<file path="config.mk">
export PLATFORM = sky130hd
export DESIGN_NAME = piso_serializer
export DESIGN_NICKNAME = d
export VERILOG_FILES = /design/src/rtl/piso_serializer_pkg.sv /design/src/rtl/piso_bit_counter.sv /design/src/rtl/piso_serializer.sv
export SDC_FILE = /design/constraint.sdc
export NUM_CORES = 1
export LEC_CHECK = 0
export BUFFER_PORTS_ARGS = -buffer_cell sky130_fd_sc_hd__buf_2
export CAP_MARGIN = 20
export CORE_MARGIN = 3
export CORE_UTILIZATION = 25
export CTS_CLUSTER_DIAMETER = 120
export CTS_CLUSTER_SIZE = 28
export DETAILED_ROUTE_END_ITERATION = 7
export PLACE_DENSITY = 0.57
export SLEW_MARGIN = 20
export SYNTH_ARGS = -nofsm -noshare
export SYNTH_HDL_FRONTEND = slang
export SYNTH_SLANG_ARGS = --single-unit
</file>
<file path="constraint.sdc">
create_clock -name clk -period 1.2 [get_ports clk]
set_input_delay 0.06 -clock clk [delete_from_list [all_inputs] [get_ports clk]]
set_output_delay 0.06 -clock clk [all_outputs]
set_load 0.1 [all_outputs]
</file>
<file path="src/rtl/piso_serializer_pkg.sv">
// piso_serializer_pkg: state encoding and default width shared by the serializer files.
package piso_serializer_pkg;
   localparam int WIDTH_DEFAULT = 8;
   localparam logic [0:0] IDLE = 1'b0;
   localparam logic [0:0] SHIFT = 1'b1;
endpackage

</file>
<file path="src/rtl/piso_bit_counter.sv">
// piso_bit_counter: loadable down-counter with enable that saturates at zero.
module piso_bit_counter #(
   parameter int CW = 3
) (
   input  logic          clk,
   input  logic          reset_n,
   input  logic          load,
   input  logic [CW-1:0] load_val,
   input  logic          en,
   output logic [CW-1:0] cnt,
   output logic          zero
);
   logic [CW-1:0] cnt_q, cnt_d;
   always_comb begin
      cnt_d = load ? load_val : (en && cnt_q != '0) ? cnt_q - CW'(1) : cnt_q;
      cnt = cnt_q;
      zero = (cnt_q == '0);
   end
   always_ff @(posedge clk or negedge reset_n)
      if (!reset_n) cnt_q <= '0;
      else cnt_q <= cnt_d;
endmodule

</file>
<file path="src/rtl/piso_serializer.sv">
// piso_serializer: parallel-in serial-out shifter, MSB first, with ready/valid load side
// and back-to-back reload on the last bit tick.
module piso_serializer
   import piso_serializer_pkg::*;
#(
   parameter int WIDTH = WIDTH_DEFAULT
) (
   input  logic             clk,
   input  logic             reset_n,
   input  logic             load_valid,
   input  logic [WIDTH-1:0] load_data,
   output logic             load_ready,
   input  logic             shift_en,
   output logic             ser_out,
   output logic             ser_valid,
   output logic             ser_first,
   output logic             ser_last
);
   localparam int CW = $clog2(WIDTH);
   logic [0:0]       state_q, state_d;
   logic [WIDTH-1:0] sr_q, sr_d;
   logic [CW-1:0]    cnt;
   logic             cnt_zero, busy, tick, accept;
   piso_bit_counter #(.CW(CW)) u_cnt (
      .clk      (clk),
      .reset_n  (reset_n),
      .load     (accept),
      .load_val (CW'(WIDTH - 1)),
      .en       (tick),
      .cnt      (cnt),
      .zero     (cnt_zero)
   );
   // Ready on the last tick lets the next word follow with no gap bit.
   always_comb begin
      busy = (state_q == SHIFT);
      tick = busy && shift_en;
      load_ready = !busy || (cnt_zero && shift_en);
      accept = load_valid && load_ready;
      state_d = accept ? SHIFT : (tick && cnt_zero) ? IDLE : state_q;
      sr_d = accept ? load_data : !tick ? sr_q : cnt_zero ? '0 : {sr_q[WIDTH-2:0], 1'b0};
      ser_valid = busy;
      ser_out = busy && sr_q[WIDTH-1];
      ser_first = busy && (cnt == CW'(WIDTH - 1));
      ser_last = busy && cnt_zero;
   end
   always_ff @(posedge clk or negedge reset_n)
      if (!reset_n) begin
         state_q <= IDLE;
         sr_q <= '0;
      end else begin
         state_q <= state_d;
         sr_q <= sr_d;
      end
endmodule
</file>
======== Word level (Yosys, flattened, before mapping) ========
Cells that the tools add are included.
storage, ports and cells
  flip-flop bits (word level) ............. 12
  input port bits ......................... 12
  output and inout port bits .............. 5
  word-level logic and storage cells ...... 27
operators by class
  add/sub/neg operators ................... 1
  equal/unequal tests ..................... 1
  muxes and demuxes ....................... 7
  reduce and logical (&&, ||, !) cells .... 15
operators by type and width
  kind                                              number
  2-to-1 mux 8 bit                                  3
  logical AND 1 bit                                 8
  2-to-1 mux 3 bit                                  2
  nonzero test 2 bit                                3
  == test 3 bit, second input constant              1
  zero test 3 bit                                   1
  nonzero test 3 bit                                1
  subtractor 3 x 1 -> 3 bit, second input constant  1
  2-to-1 mux 1 bit                                  2
  zero test 1 bit                                   1
  logical OR 1 bit                                  1

======== Depth between registers and ports, before layout ========
Gate-level depths: netlist of the first run.
  word-level depth ........................ 5
  depth in mapped cells ................... 6
  depth with buffers taken out ............ 5

======== Hierarchy ========
Synthesis of the first run repeated with hierarchy kept, for this count alone.
second synthesis, totals
  cells, all modules ...................... 70
  area total of the unflattened synthesis .. 725.7 µm²
by module, submodules not included
  module            times used  cells an instance  area each (µm²)  seq. area each (µm²)
  piso_serializer   1           51                 518.0            225.2
  piso_bit_counter  1           19                 207.7            75.1

======== Worst setup path after synthesis of the first run ========
OpenSTA, ideal clock, no wires.
  path kind ............................... reg2out
  start ................................... reg state_q (netlist: ser_valid)
  end ..................................... out ser_first
  arrival ................................. 2.014 ns
  data required time ...................... 1.140 ns
  path slack .............................. -0.874 ns
  stages on the path, launching flop included .. 3
  path buffers ............................ 1
  cell sequence ........................... dfrtp_1 -> buf_4 -> and3_1
on the way
  word-level cells in the longest chain between the ends .. 1
RTL lines
  item                      line                   source
  start: declaration        piso_serializer.sv:20  logic [0:0] state_q, state_d;
  start signal: assignment  piso_serializer.sv:51  state_q <= state_d;
  logical AND 1 bit         piso_serializer.sv:43  ser_first = busy && (cnt == CW'(WIDTH - 1));
  end: declaration          piso_serializer.sv:16  output logic ser_first,
Every way passes these cells.

======== Worst setup path in the final report of the first run ========
  start ................................... reg u_cnt.cnt_q[1] (netlist: u_cnt.cnt[1])
  end ..................................... out ser_last
on the way
  word-level cells in the longest chain between the ends .. 2
RTL lines
  item                      line                    source
  start: declaration        piso_bit_counter.sv:13  logic [CW-1:0] cnt_q, cnt_d;
  start signal: assignment  piso_bit_counter.sv:21  else cnt_q <= cnt_d;
  zero test 3 bit           piso_bit_counter.sv:17  zero = (cnt_q == '0);
  logical AND 1 bit         piso_serializer.sv:44   ser_last = busy && cnt_zero;
  end: declaration          piso_serializer.sv:17   output logic ser_last
Every way passes these cells.

==> results of run 1 <==
[cells in the mapped netlist]
| cell type | count |
|---|---|
| and4b_1 | 1 |
| nor2_1 | 8 |
| mux2_2 | 1 |
| o21ai_0 | 2 |
| nand2_1 | 6 |
| dfrtp_1 | 12 |
| ha_1 | 3 |
| and2b_2 | 1 |
| a211oi_1 | 1 |
| o21ai_2 | 1 |
| a31oi_1 | 7 |
| buf_6 | 2 |
| or3_1 | 1 |
| buf_2 | 1 |
| a21oi_1 | 1 |
| and3_1 | 1 |
| inv_1 | 2 |
| o22a_1 | 1 |
| nand2b_1 | 2 |
| a2bb2oi_1 | 1 |
| o21ai_1 | 7 |
| nor2b_1 | 2 |
| nand3_1 | 9 |
| o22ai_1 | 1 |
| buf_1 | 1 |
| a21o_1 | 1 |
| and2_1 | 2 |
| buf_4 | 1 |
[cell type report]
class	instances	area (um2)	share of cell area (%)
Sequential cell	12	304.0	24.80
Tap cell	30	37.54	3.061
Multi-Input combinational cell	60	478.0	38.98
Clock buffer	4	36.28	2.959
Inverter	2	7.507	0.6122
Timing Repair Buffer	39	362.8	29.59
[logic make-up after synthesis]
group,count (synthesis),synth area share [%]
adder cells (fa/ha/maj),3,5.339
flip-flops,12,42.70
multiplexers,1,1.601
AO/OA/AOI/OAI,23,20.11
buffers and inverters,7,6.583
AND/OR/NAND/NOR,33,23.67
[report_power, final]
part           switching (W)  total (W)  internal, W
logic               0.000938    0.00182     0.000880
clock network       0.000163   0.000348     0.000185
registers           0.000101   0.000657     0.000556
total                0.00120    0.00282      0.00162
[worst reg2reg max path, delay by kind of cell, from the launching register on]
kind | cells | cell delay, ps
buffers and inverters | 4 | 410
adder cells (fa/ha/maj) | 1 | 150
flip-flops | 1 | 380
AO/OA/AOI/OAI | 3 | 410
[cell usage in the layout (no fill, tap or decap), types with 2 or more instances in the layout]
cell            n
a31oi_1         7
nor2_1          7
buf_2          11
buf_12          5
inv_2           2
clkbuf_4        3
nand2_1         4
dfrtp_1        11
nand3_1         8
dlygate4sd3_1   2
ha_4            2
o21ai_2         3
o21ai_1         5
buf_6           6
and2_4          2
buf_4          14
[sequential cells by signal, summed over array words and instances (netlist names)]
| name | count |
|---|---|
| sr_q | 8 |
| u_cnt.cnt | 3 |
| ser_valid | 1 |
[repair_timing]
| action | in CTS | in global routing |
|---|---|---|
| hold buffers | 2 | 0 |
| resized for setup | 19 | 6 |
| hold endpoints to repair | 13 | 0 |
| setup buffers | 7 | 3 |
| setup endpoints to repair | 17 | 16 |
| pin swaps | 19 | 9 |
[final timing paths]
kind	to	depth (start not counted)	slack [ps]	from
worst min register to register	sr_q[1]$_DFFE_PN0P_	2	540	sr_q[0]$_DFFE_PN0P_
max in group asynchronous	ser_valid$_DFFE_PN0P_	2	770	reset_n
worst max register to register	u_cnt.cnt[2]$_DFFE_PN0P_	8	-260	u_cnt.cnt[0]$_DFFE_PN0P_
worst min-delay path	sr_q[5]$_DFFE_PN0P_	3	20	load_data[5]
min in group asynchronous	sr_q[3]$_DFFE_PN0P_	2	170	reset_n
worst max-delay path	ser_last	5	-270	u_cnt.cnt[1]$_DFFE_PN0P_
[metrics by stage]
stage / power, W / setup slack, ps
6_report: 0.002824 / -268.0
3_3_place_gp: 0.002108 / -149.7
2_1_floorplan: 0.001581 / -154.9
4_1_cts: 0.002689 / -267.5
3_5_place_dp: 0.002131 / -211.4
5_1_grt: 0.002968 / -325.1
[routing by layer]
| layer | GRT usage [%] | part of all wire, % | up-vias |
|---|---|---|---|
| met3 | 4.575 | 6.0 | 6 |
| met1 | 16.04 | 46 | 332 |
| met4 | 1.942 | 1.6 | 0 |
| met5 | 0 | 0 | - |
| met2 | 17.82 | 46 | 28 |
| li1 | - | - | 359 |
==> impl_results.md, run 1 <==
- Power Dens Cells: between 2000 and 2500 nW/um2
- Final setup violation count: 16
- Crit end category: output port
- Flops & latches, synth: 12
- Critical Path Slowest Stage Cell: dfrtp_1
- Vias post-DR: roughly 730
- CP Data Required Time: approximately 1100 ps
- VDD IR max: roughly 0.0015 V
- Startpoint types: register
- Clk_skew: between 6 and 7 ps
- Seq/Total Area, Yosys: a little over two fifths
- Area delta synth->final: 74.38%
- Final period util: 122.3%
- First drt pass iteration count: 5
- Critical-path cell list: inv_2 -> ha_4 -> nor2b_4 -> and2_4 -> buf_12
- CTS Buffer Depth: 2
- Leak pwr: ~0.56 nW
- Fin Hold WS: around 18 ps
- Layout filler cell count: around 240
- Status: complete, but fails checks
- Detailed Place HPWL: between 1 and 1.5 mm
- Share of the synthesized area in the top cell type: ~43%
- Top delay family on crit path: flip-flops
- Clk_lat worst skew: approximately 290 ps
- Largest net degree at the start of global routing: 15
- Synth unique cells: 28
- DRT iter0 DRCs: 21
- Total track usage: 11.74%
- Final core occ: a little under half
- Global route overflow: 0
- Placed instance area: 991.0 um2
- Post-synth top area cell: dfrtp_1
- Fmax: roughly 680 MHz
- Row count: 18
- CTS tree: done
- Clk sinks: 12
- Synth Warn #: 0
- Net count after synthesis: 94
- CTS root buf: clkbuf_4
- Crit path largest cell delay: around 400 ps
- Layout Cells excl Fill: around 150
- Final hold violation count: 0
- Setup TNS: -2941 ps
- Routed length per instance: about 14 um
- Initial antenna violation count: 0
- Max-slew violations: 0
- Die area: between 3000 and 4000 um2
- # diodes: 0
- Final wirelength: approximately 2 mm
- Ports: 17
- Syn Area/Cell: ~8.9 um2
- DRC violations left: 0
- Cells after Synth: 79
- Die Wd: between 50 and 60 um
- Max-Cap Viols: 0
- Final #Nets: 133
- Ratio of cells with drive above 1 in the final layout: a little over half
- Port bufs: 16
- Failing checks: setup timing
- Worst setup margin: -268.0 ps
- Unrepaired setup endpoints after global routing: yes
- Clock Pin Slew Worst Setup and Hold Paths: 90 ps
- Min-delay worst type: in2reg
- Deepest level of the CTS H-tree: 1
- Cell Area, Synth: around 700 um2
- Final ANT Viol Nets: 0
- Placer Congestion: approximately 0.8
- Inserted Clock Buffers: 3
- Number of global-route vias before repair: between 600 and 700
- First-pass GRT wire length: 3.077 mm
- Tmin final: ~1500 ps
- Path type of the worst setup path: reg2out
- Core area: about 2600 um2
- Starting density of the core: a little over a quarter
- Relative slew slack: approximately 80%
- Synth top area cells: dfrtp_1, nand3_1, a31oi_1
- Peak fanout along the critical path: 3
- Post-layout instance area: 1226 um2
- Worst-margin pin slew: approximately 300 ps
- Die Y: ~59 um
- Drt via density: 4.932
- Worst Path Buf+Inv: 2
- Arrival @ worst endpoint: ~1400 ps
- Placed cells: approximately 130
(Power assumes the default switching activity.)
==> inputs of run 2 (changes only) <==
--- a/config.mk
+++ b/config.mk
@@ -13,6 +13,7 @@
 export CTS_CLUSTER_SIZE = 28
 export DETAILED_ROUTE_END_ITERATION = 7
 export PLACE_DENSITY = 0.57
+export SETUP_SLACK_MARGIN = 0.5
 export SLEW_MARGIN = 20
 export SYNTH_ARGS = -nofsm -noshare
 export SYNTH_HDL_FRONTEND = slang
==> impl_results.md, run 2 (same netlist as run 1, synthesis figures left out) <==
- Startpoint types: register (unchanged)
- Top delay family on crit path: flip-flops (unchanged)
- Clock Pin Slew Worst Setup and Hold Paths: 80 ps (was 90 ps)
- Peak fanout along the critical path: 4 (was 3)
- CTS root buf: clkbuf_4 (unchanged)
- Worst-margin pin slew: 278.2 ps (was 301.2 ps)
- Final wirelength: 1.888 mm (was 1.994 mm)
- Path type of the worst setup path: reg2out (unchanged)
- Die Wd: 59.04 um (unchanged)
- Tot Pwr: 0.002687 W (was 0.002824 W)
- Tmin final: 1480 ps (was 1468 ps)
- Reg2Reg Depth: 6 (was 8)
- Worst hold stages: 3 (unchanged)
- Relative slew slack: 81.45% (was 79.92%)
- Post-layout instance area: 1202 um2 (was 1226 um2)
- VDD IR max: 0.001959 V (was 0.001480 V)
- Detailed Place HPWL: 1.284 mm (was 1.256 mm)
- Final setup violation count: 16 (unchanged)
- Max-slew violations: 0 (unchanged)
- Unrepaired setup endpoints after global routing: yes (unchanged)
- Core area: 2567 um2 (unchanged)
- Die area: 3485 um2 (unchanged)
- # diodes: 0 (unchanged)
- FF-to-FF setup slack: -160 ps (was -260 ps)
- CP Data Required Time: 1140 ps (about the same)
- Area occupied by multi-input gates: 506.7 um2 (was 478.0 um2)
- Most frequent cells in the layout: buf_2, dfrtp_1, buf_4 (was buf_4, buf_2, dfrtp_1)
- Fmax: 675.5 MHz (was 681.2 MHz)
- CTS tree: done (unchanged)
- Top reg by flops: sr_q (unchanged)
- Initial antenna violation count: 0 (unchanged)
- Fin Hold WS: 28.81 ps (was 17.89 ps)
- Ratio of cells with drive above 1 in the final layout: 61.26% (was 54.70%)
- Final ANT Viol Nets: 0 (unchanged)
- First-pass GRT wire length: 3.077 mm (unchanged)
- Global route overflow: 0 (unchanged)
- Clk_lat worst skew: 280 ps (was 290 ps)
- Power Dens Cells: 2235 nW/um2 (was 2303 nW/um2)
- Setup TNS: -2214 ps (was -2941 ps)
- Max-Cap Viols: 0 (unchanged)
- First drt pass iteration count: 4 (was 5)
- Crit path largest cell delay: 390 ps (about the same)
- Number of global-route vias before repair: 707 (was 654)
- Critical Path Slowest Stage Cell: dfrtp_1 (unchanged)
- Placer Congestion: 0.7654 (was 0.8038)
- Ports: 17 (unchanged)
- Area delta synth->final: 71.00% (was 74.38%)
- Largest net degree at the start of global routing: 15 (unchanged)
- Placed instance area: 975.9 um2 (was 991.0 um2)
- Layout filler cell count: 253 (was 237)
- Status: complete, but fails checks (unchanged)
- Row count: 18 (unchanged)
- Total track usage: 11.81% (was 11.74%)
- Hold path endpoint: sr_q[1]$_DFFE_PN0P_ (was sr_q[5]$_DFFE_PN0P_)
- Hold Startpoint: load_data[1] (was load_data[5])
- Final period util: 123.4% (was 122.3%)
- Final hold violation count: 0 (unchanged)
- CTS Buffer Depth: 2 (unchanged)
- Inserted Clock Buffers: 3 (unchanged)
- Clk_skew: 7.829 ps (was 6.307 ps)
- Drt via density: 5.007 (was 4.932)
- Die Y: 59.04 um (unchanged)
- Starting density of the core: 27.39% (unchanged)
- Min-delay worst type: in2reg (unchanged)
- Leak pwr: 0.5454 nW (was 0.5611 nW)
- Routed length per instance: 13.39 um (was 13.56 um)
- DRT iter0 DRCs: 27 (was 21)
- Worst r2r src: u_cnt.cnt[0]$_DFFE_PN0P_ (unchanged)
- Max reg flops: 8 (unchanged)
- Worst Path Buf+Inv: 2 (unchanged)
- Critical-path cell list: inv_2 -> ha_4 -> nor2b_4 -> and2_4 -> buf_12 (unchanged)
- Register Area: 304.0 um2 (unchanged)
- DRC violations left: 0 (unchanged)
- Final #Nets: 127 (was 133)
- Worst r2r dst: sr_q[2]$_DFFE_PN0P_ (was u_cnt.cnt[2]$_DFFE_PN0P_)
- Port bufs: 16 (unchanged)
- Clk sinks: 12 (unchanged)
- Vias post-DR: 706 (was 725)
- Failing checks: setup timing (unchanged)
- Crit end category: output port (unchanged)
- Deepest level of the CTS H-tree: 1 (unchanged)
- Arrival @ worst endpoint: 1420 ps (was 1410 ps)
- Worst setup margin: -280.4 ps (was -268.0 ps)
## run 2: changes by cell type in the layout (fill, tap and decap cells not counted), moves of 2 or more
cell / change
nand3_2: +6
o21ai_1: -3
buf_6: -2
buf_4: -4
nand3_1: -6
o21ai_2: +4
## run 2: how the worst max path moves through the flow
stage	from	endpoint	slack, ps	cells after the start
after global placement	u_cnt.cnt[0]$_DFFE_PN0P_	sr_q[1]$_DFFE_PN0P_	-130	5
after CTS	u_cnt.cnt[1]$_DFFE_PN0P_	ser_last	-280	5
after detailed placement	u_cnt.cnt[0]$_DFFE_PN0P_	sr_q[2]$_DFFE_PN0P_	-180	5
after global routing	u_cnt.cnt[0]$_DFFE_PN0P_	ser_last	-340	5
after floorplan	ser_valid$_DFFE_PN0P_	sr_q[7]$_DFFE_PN0P_	-150	4
final	u_cnt.cnt[0]$_DFFE_PN0P_	ser_last	-280	5
## run 2: repair_timing
action                     in CTS  in global routing
buffers inserted                5                  1
hold endpoints to repair       13                  0
setup endpoints to repair      17                 17
hold buffers                    2                  0
gates resized for setup        24                  9
pin swaps                      24                 10
## run 2: layout make-up
type | count | area share [%]
well taps | 30 | 3.122
multi-input cells | 60 | 42.14
clock buffers | 4 | 3.018
repair buffers | 33 | 25.81
inverters | 2 | 0.6244
flip-flops and latches | 12 | 25.29
## run 2: per-stage QoR
| step | worst slack (ps) | utilization, % | std cells |
|---|---|---|---|
| after floorplan | -154.9 | - | 79 |
| after global routing | -341.5 | 46.83 | 141 |
| after detailed placement | -178.3 | 38.01 | 129 |
| after global placement | -129.3 | 38.01 | 129 |
| after CTS | -284.0 | 45.32 | 140 |
| final | -280.4 | 46.83 | 141 |
## run 2: per-layer routing
layer	wire [um]	part of all wire, %	track usage, %	up-vias
met5	0	0	0	-
met4	17	0.90	2.913	0
met3	117	6.2	4.793	4
met2	905	48	18.77	17
met1	847	45	14.90	335
li1	-	-	-	350
## run 2: worst min-delay path, cell delays in order
cell and delay (ps):
buf_2 110, o21ai_2 50, a31oi_1 60
## run 2: power by group
| group | internal, W | switching [W] |
|---|---|---|
| combinational | 0.000800 | 0.000894 |
| clock | 0.000185 | 0.000146 |
| sequential | 0.000557 | 0.000106 |
==> inputs of run 3 (changes only) <==
--- a/config.mk
+++ b/config.mk
@@ -6,9 +6,10 @@
 export NUM_CORES = 1
 export LEC_CHECK = 0
 export BUFFER_PORTS_ARGS = -buffer_cell sky130_fd_sc_hd__buf_2
-export CAP_MARGIN = 20
+export CAP_MARGIN = 0
 export CORE_MARGIN = 3
 export CORE_UTILIZATION = 25
+export CTS_BUF_LIST = sky130_fd_sc_hd__clkbuf_4
 export CTS_CLUSTER_DIAMETER = 120
 export CTS_CLUSTER_SIZE = 28
 export DETAILED_ROUTE_END_ITERATION = 7
==> impl_results.md, run 3 (same netlist as run 1, synthesis figures left out) <==
- Worst-margin pin slew: 271.3 ps (was 278.2 ps)
- Startpoint types: register (unchanged)
- Die area: 3485 um2 (unchanged)
- Fmax: 677.2 MHz (was 675.5 MHz)
- Peak fanout along the critical path: 4 (unchanged)
- Routed length per instance: 13.39 um (about the same)
- Relative slew slack: 81.91% (was 81.45%)
- CP Data Required Time: 1140 ps (about the same)
- Path type of the worst setup path: reg2out (unchanged)
- Critical Path End: ser_last (unchanged)
- Post-layout instance area: 1209 um2 (was 1202 um2)
- FF-to-FF setup slack: -150 ps (was -160 ps)
- Status: complete, but fails checks (unchanged)
- Number of global-route vias before repair: 695 (was 707)
- Starting density of the core: 27.39% (unchanged)
- Area delta synth->final: 71.89% (was 71.00%)
- Die Y: 59.04 um (unchanged)
- Max-Cap Viols: 0 (unchanged)
- DRT iter0 DRCs: 22 (was 27)
- Top reg by flops: sr_q (unchanged)
- CTS root buf: clkbuf_4 (unchanged)
- CTS Buffer Depth: 2 (unchanged)
- Worst r2r dst: sr_q[2]$_DFFE_PN0P_ (unchanged)
- Final period util: 123.1% (was 123.4%)
- Clk_lat worst skew: 280 ps (about the same)
- Min-delay worst type: in2reg (unchanged)
- Final hold violation count: 0 (unchanged)
- Arrival @ worst endpoint: 1420 ps (about the same)
- Final setup violation count: 16 (unchanged)
- Final ANT Viol Nets: 0 (unchanged)
- Worst setup margin: -276.7 ps (was -280.4 ps)
- Power Dens Cells: 2181 nW/um2 (was 2235 nW/um2)
- Largest net degree at the start of global routing: 15 (unchanged)
- First-pass GRT wire length: 3.015 mm (was 3.077 mm)
- Row count: 18 (unchanged)
- CTS tree: done (unchanged)
- Placer Congestion: 0.7654 (unchanged)
- Crit. Startpoint: u_cnt.cnt[0]$_DFFE_PN0P_ (unchanged)
- Failing checks: setup timing (unchanged)
- Fin Hold WS: 32.45 ps (was 28.81 ps)
- Final #Nets: 128 (was 127)
- Most frequent cells in the layout: buf_2, dfrtp_1, buf_4 (unchanged)
- Clock Pin Slew Worst Setup and Hold Paths: 80 ps (about the same)
- Max reg flops: 8 (unchanged)
- Final wirelength: 1.902 mm (was 1.888 mm)
- Port bufs: 16 (unchanged)
- First drt pass iteration count: 4 (unchanged)
- Deepest level of the CTS H-tree: 1 (unchanged)
- Placed instance area: 975.9 um2 (unchanged)
- Reg2Reg Depth: 4 (was 6)
- Crit end category: output port (unchanged)
- Tmin final: 1477 ps (was 1480 ps)
- Drt via density: 4.915 (was 5.007)
- Leak pwr: 0.5499 nW (was 0.5454 nW)
- VDD IR max: 0.001997 V (was 0.001959 V)
- DRC violations left: 0 (unchanged)
- Initial antenna violation count: 0 (unchanged)
- Core area: 2567 um2 (unchanged)
- Max-slew violations: 0 (unchanged)
- Vias post-DR: 698 (was 706)
- Unrepaired setup endpoints after global routing: yes (unchanged)
- # diodes: 0 (unchanged)
- Clk sinks: 12 (unchanged)
- Ratio of cells with drive above 1 in the final layout: 60.71% (was 61.26%)
- Total track usage: 11.54% (was 11.81%)
- Clk_skew: 6.072 ps (was 7.829 ps)
- Ports: 17 (unchanged)
- Global route overflow: 0 (unchanged)
- Detailed Place HPWL: 1.284 mm (unchanged)
- Worst r2r src: ser_valid$_DFFE_PN0P_ (was u_cnt.cnt[0]$_DFFE_PN0P_)
- Die Wd: 59.04 um (unchanged)
- Inserted Clock Buffers: 3 (unchanged)
## run 3: cell count changes in the layout (fill, tap and decap cells not counted), sizes merged
| cell | change |
|---|---|
| clkbuf | -1 |
| clkinv | +1 |
| mux2 | +1 |
## run 3: timing repair
| action | 4_1_cts | 5_1_grt |
|---|---|---|
| cloned | 0 | 1 |
| endpoints found under the setup margin | 17 | 17 |
| pin swaps | 24 | 9 |
| resized for setup | 24 | 10 |
| hold endpoints to repair | 13 | 0 |
| buffers inserted | 5 | 1 |
| hold buffers | 2 | 0 |
## run 3: worst min-delay path by stage
stage | startpoint | endpoint | cells after the start
global placement | reset_n | sr_q[3]$_DFFE_PN0P_ | 1
CTS | load_data[5] | sr_q[5]$_DFFE_PN0P_ | 3
global route | load_data[5] | sr_q[5]$_DFFE_PN0P_ | 3
finish | load_data[6] | sr_q[6]$_DFFE_PN0P_ | 3
floorplan | reset_n | sr_q[0]$_DFFE_PN0P_ | 0
detailed placement | reset_n | sr_q[3]$_DFFE_PN0P_ | 1
## run 3: cell type report
| type | instances | area [um2] |
|---|---|---|
| clock buffers | 3 | 22.52 |
| multi-input cells | 61 | 519.2 |
| repair buffers | 33 | 314.1 |
| clock inverters | 1 | 3.754 |
| fillers | 252 | 1359 |
| flip-flops and latches | 12 | 304.0 |
| inverters | 2 | 7.507 |
| well taps | 30 | 37.54 |
## run 3: through the flow
stage / utilization, % / setup TNS (ps) / power, W / setup WS, ps / std cells
2_1_floorplan: - / -1474 / 0.001581 / -154.9 / 79
3_3_place_gp: 38.01 / -1108 / 0.002076 / -129.3 / 129
3_5_place_dp: 38.01 / -1561 / 0.002100 / -178.3 / 129
4_1_cts: 44.93 / -2260 / 0.002585 / -280.0 / 140
5_1_grt: 47.08 / -2991 / 0.002794 / -327.4 / 142
6_report: 47.08 / -2096 / 0.002637 / -276.7 / 142
## run 3: routing by layer
metal / share of wire (%) / vias up / track usage [%] / wire length [um]
li1: - / 349 / - / -
met1: 46 / 326 / 14.90 / 877
met2: 46 / 19 / 17.82 / 873
met3: 7.0 / 4 / 4.793 / 134
met4: 0.89 / 0 / 2.913 / 17
met5: 0 / - / 0 / 0
## run 3: power by group
part           internal [W]  switching, W
clock network      0.000121      0.000146
logic              0.000812      0.000893
registers          0.000557      0.000108
## run 3: worst max-delay path, stage by stage (launching register included)
cell	delay, ps
dfrtp_1	390
inv_2	80
ha_4	130
nor2b_4	200
and2_4	180
buf_12	160
